[src/rtl/mem_pkg.sv]
// Shared types for the data-memory access controller: op encodings,
// controller states and the default memory address width.
package mem_pkg;

    localparam int ADDR_W_DEF = 10;

    typedef enum logic [2:0] {
        OP_LB  = 3'd0,
        OP_LBU = 3'd1,
        OP_LH  = 3'd2,
        OP_LHU = 3'd3,
        OP_LW  = 3'd4,
        OP_SB  = 3'd5,
        OP_SH  = 3'd6,
        OP_SW  = 3'd7
    } op_e;

    typedef enum logic [1:0] {
        S_IDLE,
        S_READ,
        S_WRITE,
        S_RESP
    } state_e;

    function automatic logic is_store(op_e op);
        return (op == OP_SB) || (op == OP_SH) || (op == OP_SW);
    endfunction

    function automatic logic misaligned(op_e op, logic [1:0] lo);
        case (op)
            OP_LH, OP_LHU, OP_SH: return lo[0];
            OP_LW, OP_SW:         return lo != 2'b00;
            default:              return 1'b0;
        endcase
    endfunction

endpackage

[src/rtl/mem_access_ctrl_if.sv]
// CPU-side request/response bus of the memory access controller.
interface mem_access_ctrl_if;
    logic        req_valid;
    logic        req_ready;
    logic [2:0]  op;
    logic [31:0] addr;
    logic [31:0] wdata;
    logic        resp_valid;
    logic [31:0] rdata;
    logic        addr_err;

    modport master (
        output req_valid, op, addr, wdata,
        input  req_ready, resp_valid, rdata, addr_err
    );

    modport slave (
        input  req_valid, op, addr, wdata,
        output req_ready, resp_valid, rdata, addr_err
    );
endinterface

[src/rtl/mem_lane_fmt.sv]
// Combinational lane formatting: load byte/half extraction with sign or zero
// extension, and store lane merge into the previously read word.
module mem_lane_fmt
    import mem_pkg::*;
(
    input  op_e         i_op,
    input  logic [1:0]  i_lane,
    input  logic [31:0] i_word,
    input  logic [31:0] i_wdata,
    output logic [31:0] o_load,
    output logic [31:0] o_merged
);

    logic [7:0]  w_byte;
    logic [15:0] w_half;

    // Half lane uses only lane[1], so an odd half address folds onto its lane.
    assign w_byte = i_word[{i_lane, 3'b000} +: 8];
    assign w_half = i_word[{i_lane[1], 4'b0000} +: 16];

    always_comb begin
        o_load   = 32'h0;
        o_merged = i_word;
        case (i_op)
            OP_LB:   o_load = {{24{w_byte[7]}}, w_byte};
            OP_LBU:  o_load = {24'h0, w_byte};
            OP_LH:   o_load = {{16{w_half[15]}}, w_half};
            OP_LHU:  o_load = {16'h0, w_half};
            OP_LW:   o_load = i_word;
            OP_SB:   o_merged[{i_lane, 3'b000} +: 8] = i_wdata[7:0];
            OP_SH:   o_merged[{i_lane[1], 4'b0000} +: 16] = i_wdata[15:0];
            OP_SW:   o_merged = i_wdata;
            default: ;
        endcase
    end

endmodule

[src/rtl/mem_access_ctrl.sv]
// Single-outstanding CPU load/store controller for a word-wide data memory.
// Define MEM_ACCESS_CTRL_ALIGN_CHECK_EN to reject misaligned half/word accesses.
module mem_access_ctrl
    import mem_pkg::*;
#(
    parameter int ADDR_W = ADDR_W_DEF
) (
    input  logic              clk,
    input  logic              rst_n,
    mem_access_ctrl_if.slave  bus,
    output logic [ADDR_W-1:0] mem_addr,
    output logic [31:0]       mem_din,
    output logic              mem_we,
    input  logic [31:0]       mem_dout
);

    state_e            r_state, w_next;
    op_e               r_op;
    logic [ADDR_W-1:0] r_addr;
    logic [31:0]       r_wdata;
    logic [31:0]       r_word;
    logic              r_err;

    op_e               w_op;
    logic              w_accept;
    logic              w_range_err;
    logic              w_align_err;
    logic              w_err;
    logic [31:0]       w_load;
    logic [31:0]       w_merged;

    assign w_op        = op_e'(bus.op);
    assign w_accept    = bus.req_valid && (r_state == S_IDLE);
    assign w_range_err = (bus.addr >> ADDR_W) != 32'h0;
`ifdef MEM_ACCESS_CTRL_ALIGN_CHECK_EN
    assign w_align_err = misaligned(w_op, bus.addr[1:0]);
`else
    assign w_align_err = 1'b0;
`endif
    assign w_err       = w_range_err | w_align_err;

    always_ff @(posedge clk or negedge rst_n) begin
        if (!rst_n) r_state <= S_IDLE;
        else        r_state <= w_next;
    end

    always_comb begin
        w_next         = r_state;
        bus.req_ready  = 1'b0;
        bus.resp_valid = 1'b0;
        mem_we         = 1'b0;
        case (r_state)
            S_IDLE: begin
                bus.req_ready = 1'b1;
                if (bus.req_valid) begin
                    if (w_err)              w_next = S_RESP;
                    else if (w_op == OP_SW) w_next = S_WRITE;
                    else                    w_next = S_READ;
                end
            end
            S_READ:  w_next = is_store(r_op) ? S_WRITE : S_RESP;
            S_WRITE: begin
                mem_we = 1'b1;
                w_next = S_RESP;
            end
            S_RESP: begin
                bus.resp_valid = 1'b1;
                w_next         = S_IDLE;
            end
            default: w_next = S_IDLE;
        endcase
    end

    // Read word is captured at the end of READ; loads format it in RESP,
    // sub-word stores merge into it during WRITE.
    always_ff @(posedge clk or negedge rst_n) begin
        if (!rst_n) begin
            r_op    <= OP_LB;
            r_addr  <= '0;
            r_wdata <= '0;
            r_word  <= '0;
            r_err   <= 1'b0;
        end else begin
            if (w_accept) begin
                r_op    <= w_op;
                r_addr  <= bus.addr[ADDR_W-1:0];
                r_wdata <= bus.wdata;
                r_err   <= w_err;
            end
            if (r_state == S_READ) r_word <= mem_dout;
        end
    end

    mem_lane_fmt u_fmt (
        .i_op     (r_op),
        .i_lane   (r_addr[1:0]),
        .i_word   (r_word),
        .i_wdata  (r_wdata),
        .o_load   (w_load),
        .o_merged (w_merged)
    );

    assign mem_addr     = {r_addr[ADDR_W-1:2], 2'b00};
    assign mem_din      = w_merged;
    assign bus.rdata    = (r_state == S_RESP && !r_err) ? w_load : 32'h0;
    assign bus.addr_err = (r_state == S_RESP) && r_err;

endmodule

[src/flat_wrapper.sv]
// flat-port wrapper written by rule: the top's interface ports become plain ports
module mem_access_ctrl_flat import mem_pkg::*;
#(
    parameter int ADDR_W = ADDR_W_DEF
)
  (clk, rst_n, mem_addr, mem_din, mem_we, mem_dout, bus_req_valid, bus_op, bus_addr, bus_wdata, bus_req_ready, bus_resp_valid, bus_rdata, bus_addr_err);
  mem_access_ctrl_if bus_i ();
  input  logic clk;
  input  logic rst_n;
  output logic [ADDR_W-1:0] mem_addr;
  output logic [31:0] mem_din;
  output logic mem_we;
  input  logic [31:0] mem_dout;
  input wire logic [$bits(bus_i.req_valid)-1:0] bus_req_valid;
  input wire logic [$bits(bus_i.op)-1:0] bus_op;
  input wire logic [$bits(bus_i.addr)-1:0] bus_addr;
  input wire logic [$bits(bus_i.wdata)-1:0] bus_wdata;
  output wire logic [$bits(bus_i.req_ready)-1:0] bus_req_ready;
  output wire logic [$bits(bus_i.resp_valid)-1:0] bus_resp_valid;
  output wire logic [$bits(bus_i.rdata)-1:0] bus_rdata;
  output wire logic [$bits(bus_i.addr_err)-1:0] bus_addr_err;
  assign bus_i.req_valid = bus_req_valid;
  assign bus_i.op = bus_op;
  assign bus_i.addr = bus_addr;
  assign bus_i.wdata = bus_wdata;
  assign bus_req_ready = bus_i.req_ready;
  assign bus_resp_valid = bus_i.resp_valid;
  assign bus_rdata = bus_i.rdata;
  assign bus_addr_err = bus_i.addr_err;
  mem_access_ctrl #(.ADDR_W(ADDR_W)) u_core (.clk(clk), .rst_n(rst_n), .bus(bus_i), .mem_addr(mem_addr), .mem_din(mem_din), .mem_we(mem_we), .mem_dout(mem_dout));
endmodule
[config.mk]
export PLATFORM = sky130hd
export DESIGN_NAME = mem_access_ctrl_flat
export DESIGN_NICKNAME = d
export VERILOG_FILES = /design/src/rtl/mem_pkg.sv /design/src/rtl/mem_access_ctrl_if.sv /design/src/rtl/mem_lane_fmt.sv /design/src/rtl/mem_access_ctrl.sv /design/src/flat_wrapper.sv
export SDC_FILE = /design/constraint.sdc
export NUM_CORES = 1
export LEC_CHECK = 0
export BUFFER_PORTS_ARGS = -buffer_cell sky130_fd_sc_hd__buf_2
export CORE_AREA = 3 3 101 103
export CTS_BUF_LIST = sky130_fd_sc_hd__clkbuf_4 sky130_fd_sc_hd__clkbuf_8
export DETAILED_ROUTE_END_ITERATION = 8
export DIE_AREA = 0 0 104 106
export PLACE_DENSITY = 0.8
export SLEW_MARGIN = 15
export SYNTH_ARGS = -nofsm -noshare
export SYNTH_HDL_FRONTEND = slang
export SYNTH_SLANG_ARGS = --single-unit
[constraint.sdc]
create_clock -name clk -period 5.62 [get_ports clk]
set_input_delay 0.843 -clock clk [delete_from_list [all_inputs] [get_ports clk]]
set_output_delay 0.843 -clock clk [all_outputs]
set_load 0.03 [all_outputs]
# == Yosys cells after proc, flatten, opt, wreduce, memory -nomap -nowiden ==
# Cells that the tools add are included.
# word_totals
regBits,80
inputBits,102
output_inout_bits,78
elab_cells,48
# op_classes
n_addsub,2
n_eq_ne,12
shift,6
n_mux,13
n_reduce_logical,9
# ops
cell,n
$pmux 32 s5,1
$pmux 32 s3,1
$bwmux 32,2
$mux 32,1
$reduce_bool 32->1,1
$shift 16x7->32 const A,1
$shift 8x7->32 const A,1
$shiftx 16x7->32,1
$shiftx 32x6->16,1
$shiftx 32x6->8,1
$shiftx 8x7->32,1
$eq 3x3->1 const B,5
$neg 5->7,2
$pmux 2 s4,1
$eq 3x2->1 const B,2
$mux 2,3
$eq 2x2->1 const B,2
$mux 1,4
$eq 3x1->1 const B,1
$logic_and 1x1->1,3
$logic_not 3->1,1
$eq 2x1->1 const B,1
$logic_not 2->1,1
$logic_or 1x1->1,2
other kinds (2),2

# == Longest topological paths before layout ==
# depth
depth_word,5
ltp_mapped,7
mapped_depth_nobuf,6

# == By module ==
# A second synthesis with hierarchy kept.
# hier_totals
cells_unflattened,466
area_unflattened_um2,4933.5
# modules_own_cells
mod,n_inst,cells_per_inst,area_per_inst_um2,seq_area_each_um2
mem_access_ctrl,1,239,3410.8,2001.9
mem_lane_fmt,1,227,1522.7,0.0

# == Worst setup path before layout ==
# No wires, ideal clock.
# synth_path
path_kind,register to output
startpoint,register u_core.r_addr[0]
endpoint,output port mem_din[16]
arrival_ps,2314
required_time_ps,4777
setup_slack_ps,2463
stages_incl_launch_ff,8
n_path_buf,1
path_cell_list,dfrtp_1 -> buf_6 -> inv_1 -> ha_1 -> clkinv_1 -> nor4_2 -> a22oi_1 -> o21ai_0
# synth_via
elab_chain_cells,4
# synth_lines
item,line_no,source
start: declaration,mem_access_ctrl.sv:19,logic [ADDR_W-1:0] r_addr;
start signal: assignment,mem_access_ctrl.sv:86,r_addr <= bus.addr[ADDR_W-1:0];
$neg 5->7 (*),mem_lane_fmt.sv:30,"OP_SB: o_merged[{i_lane, 3'b000} +: 8] = i_wdata[7:0];"
$shiftx 8x7->32 or $shift 8x7->32 (tied branches),mem_lane_fmt.sv:30,
$bwmux 32 (*),mem_lane_fmt.sv:30,
$pmux 32 s3 (*),mem_lane_fmt.sv:24,case (i_op)
end: declaration,flat_wrapper.sv:11,output logic [31:0] mem_din;
# Mark *: on every way between the ends. The rest lies on a longest branch, timed or not.

# == Final worst setup path ==
# layout_path
startpoint,register u_core.r_addr[1]
endpoint,output port mem_din[18]
# layout_via
elab_chain_cells,4
# layout_lines
item,line_no,source
$neg 5->7 (on tied branches),"mem_lane_fmt.sv:31, mem_lane_fmt.sv:30",
"$shiftx 16x7->32, or another cell as far along",mem_lane_fmt.sv:31,"OP_SH: o_merged[{i_lane[1], 4'b0000} +: 16] = i_wdata[15:0];"
$bwmux 32 (on tied branches),"mem_lane_fmt.sv:31, mem_lane_fmt.sv:30",
$pmux 32 s3 (*),mem_lane_fmt.sv:24,
# Marked as above.

==> summary.txt <==
STA
  • Layout Skew: 0.0140 ns
  • Slew Limit Fails: 0
  • Final hold violation count: 0
  • Slew @ Worst Pin: 1.20 ns
  • Setup TNS: 0 ns
  • Unrepaired setup endpoints after global routing: false
  • Final Cycle Share: 0.703
  • Post-Route Hold Slack: 0.501 ns
  • Rel. slew slack: 0.199
  • Fmax: 253 MHz
  • # setup viols final: 0
  • Fin crit period: 3.95 ns
  • Setup ws final: 1.67 ns

Synth
  • Synth top area cells: dfrtp_1, mux2_2, a21oi_1
  • Yosys top cell area share: 0.429
  • FFs w/ async S/R, synth: 1.00
  • Unique masters post-synth: 44
  • Top_reg_cell synth: dfrtp_1
  • Syn Std Cell Area: 0.00466 sq mm
  • Mapped Cells: 441
  • Largest area contributor in the netlist: dfrtp_1
  • Synth top cells by count: dfrtp_1, mux2_2, a21oi_1
  • Sequential element share of the synthesized area: 0.429
  • Flop and latch count out of synthesis: 80
  • Yosys warns: 0
  • Post-synth EDFFs: 0
  • Most common cell in the netlist: dfrtp_1
  • Synthesized area per cell: 10.6 sq um

Critical path
  • Crit Path Category: reg2out
  • Arr. time, crit path: 3.11 ns
  • Stages on worst setup path: 7
  • WP buf/inv: 2
  • Setup crit start kind: flop
  • Worst setup path endpoint: mem_din[18]
  • CP delay by family, top: flip-flops
  • R2r endpoint: u_core.r_state[0]$_DFFE_PN0P_
  • Reg2reg setup slack: 3.13 ns
  • Worst path max stage delay: 0.73 ns
  • Worst path required time: 4.78 ns
  • Worst R2R Path Depth: 6
  • Crit end category: output port
  • R2r startpoint: u_core.r_state[0]$_DFFE_PN0P_
  • Crit path from: u_core.r_addr[1]$_DFFE_PN0P_
  • CP Cell Sequence: inv_2, ha_1, nand2b_1, nor4_2, a22oi_1, o21ai_0, buf_2
  • Max FO, Critical Path: 17
  • Max stage delay cell, worst path: dfrtp_1

Routing
  • Via count: 4,456
  • DRT Pass-1 Iters: 7
  • # DRC: 0
  • Post-DRT Antenna Nets: 0
  • First DRT Iteration DRCs: 476
  • Wire per inst: 20.7 um
  • Via density: 6.11
  • Total wire length: 15.1 mm

Global route
  • All-Layer GR Usage: 0.269
  • First-pass GRT wire length: 23.5 mm
  • Largest net degree at the start of global routing: 81
  • Vias in the first global route: 4,405
  • Initial antenna violation count: 0
  • Grt ovf: 0

CTS
  • Max clock buf depth: 2
  • Clk_lat worst skew: 0.37 ns
  • H-tree depth: 3
  • Hold-fix buffers, CTS: 0
  • Root Buffer: clkbuf_8
  • # Post-CTS Setup Buffers: 0
  • CTS Buf Count: 9
  • TritonCTS clock tree: built
  • Worst-path clk slew: 0.09 ns
  • Post-cts sizing count: 0
  • CTS Sinks: 80

Floorplanning
  • Width of the die: 104 um
  • Placement Rows: 35
  • Die H: 106 um
  • Initial Utilization: 0.502
  • Top-level port count: 180
  • Die area: 0.0110 sq mm
  • Core footprint: 0.00928 sq mm

Place
  • Port buffer count: 177
  • Post-detail-place hpwl: 11.1 mm
  • Placed inst area: 0.00554 sq mm
  • Worst slack, placed: 2.17 ns
  • Final Wtd Congestion: 0.980

Power and ir drop
  • PwrDens: 721 mW/mm^2
  • Peak VDD IR: 340 uV
  • P_leak: 2.71 nW

Job
  • Maxcap violations: 0

Min path
  • Hold path depth: 2
  • Hold Crit Class: reg2reg

Finish
  • Final instance area: 0.00578 sq mm
  • Antenna diode count: 0
  • Area occupied by multi-input gates: 0.00245 sq mm
  • Nets: 706
  • Reg area: 0.00200 sq mm
  • Share of cells above drive strength 1: 0.470
  • Fillers: 788
  • Synth-to-layout area growth: 23.8%

Outcome
  • Status: finished, final reports clean
-- per-layer routing --
metal	vias to the layer above	wire length [um]	track usage
li1	1962	-	-
met1	2155	5960	0.358
met2	295	7010	0.420
met3	44	1670	0.0716
met4	0	470	0.104
met5	-	0	0
-- power breakdown --
group          internal, mW  switching, mW  total [mW]
sequential            0.872          0.436        1.31
combinational         0.919           1.43        2.35
clock                 0.270          0.237       0.507
total                  2.06           2.10        4.16
-- layout by cell type, fill, tap and decap left out, types with 3 or more instances in the layout --
cell type and n:
clkbuf_8 10, and2_1 9, nor4_1 4, a22oi_1 18, o211ai_1 3, nor2_1 9, nand2b_1 6, dfrtp_1 80
ha_1 9, nand2_1 36, buf_2 176, a222oi_1 16, o21ai_0 23, a21oi_1 45, mux2i_1 4, mux2_2 78
a221o_1 9, nor2b_1 11, inv_1 6, a22o_1 11
-- worst min-delay path: cells and delay by family, from the launching register on --
kind | cells | cell delay [ns]
flops | 1 | 0.36
simple gates | 2 | 0.11
-- how the worst min path moves through the flow --
stage                            startpoint                      endpoint  slack, ns
2_1_floorplan      u_core.r_err$_DFFE_PN0P_      u_core.r_err$_DFFE_PN0P_       0.45
3_3_place_gp       u_core.r_err$_DFFE_PN0P_      u_core.r_err$_DFFE_PN0P_       0.48
3_5_place_dp       u_core.r_err$_DFFE_PN0P_      u_core.r_err$_DFFE_PN0P_       0.48
4_1_cts            u_core.r_err$_DFFE_PN0P_      u_core.r_err$_DFFE_PN0P_       0.50
5_1_grt        u_core.r_addr[2]$_DFFE_PN0P_  u_core.r_addr[2]$_DFFE_PN0P_       0.53
6_report           u_core.r_err$_DFFE_PN0P_      u_core.r_err$_DFFE_PN0P_       0.50
-- state kept, by name, indices dropped and copies added (netlist names) --
signal	count
u_core.r_op	3
u_core.r_state	2
u_core.r_wdata	32
u_core.r_addr	10
u_core.r_word	32
u_core.r_err	1
-- metrics by stage --
stage	power, mW	util	cells
finish	4.16	0.622	729
global route	4.39	0.622	729
CTS	4.13	0.622	729
detailed placement	3.61	0.597	713
global placement	3.55	0.597	713
floorplan	2.96	-	442
-- cell type report --
class / count / share of cell area
tap: 129 / 0.0279
inverter: 8 / 0.00520
clock buffer: 10 / 0.0238
multi-input combinational: 318 / 0.425
timing repair buffer: 178 / 0.155
sequential: 80 / 0.347
clock inverter: 6 / 0.0169
-- logic make-up after synthesis --
family,after synthesis,share of synthesized area
adder cells (fa/ha/maj),9,0.0241
buffers and inverters,44,0.0475
other,1,0.000804
AO/OA/AOI/OAI,136,0.199
flip-flops,80,0.429
multiplexers,83,0.200
AND/OR/NAND/NOR,88,0.0992
(Power assumes the default switching activity.)
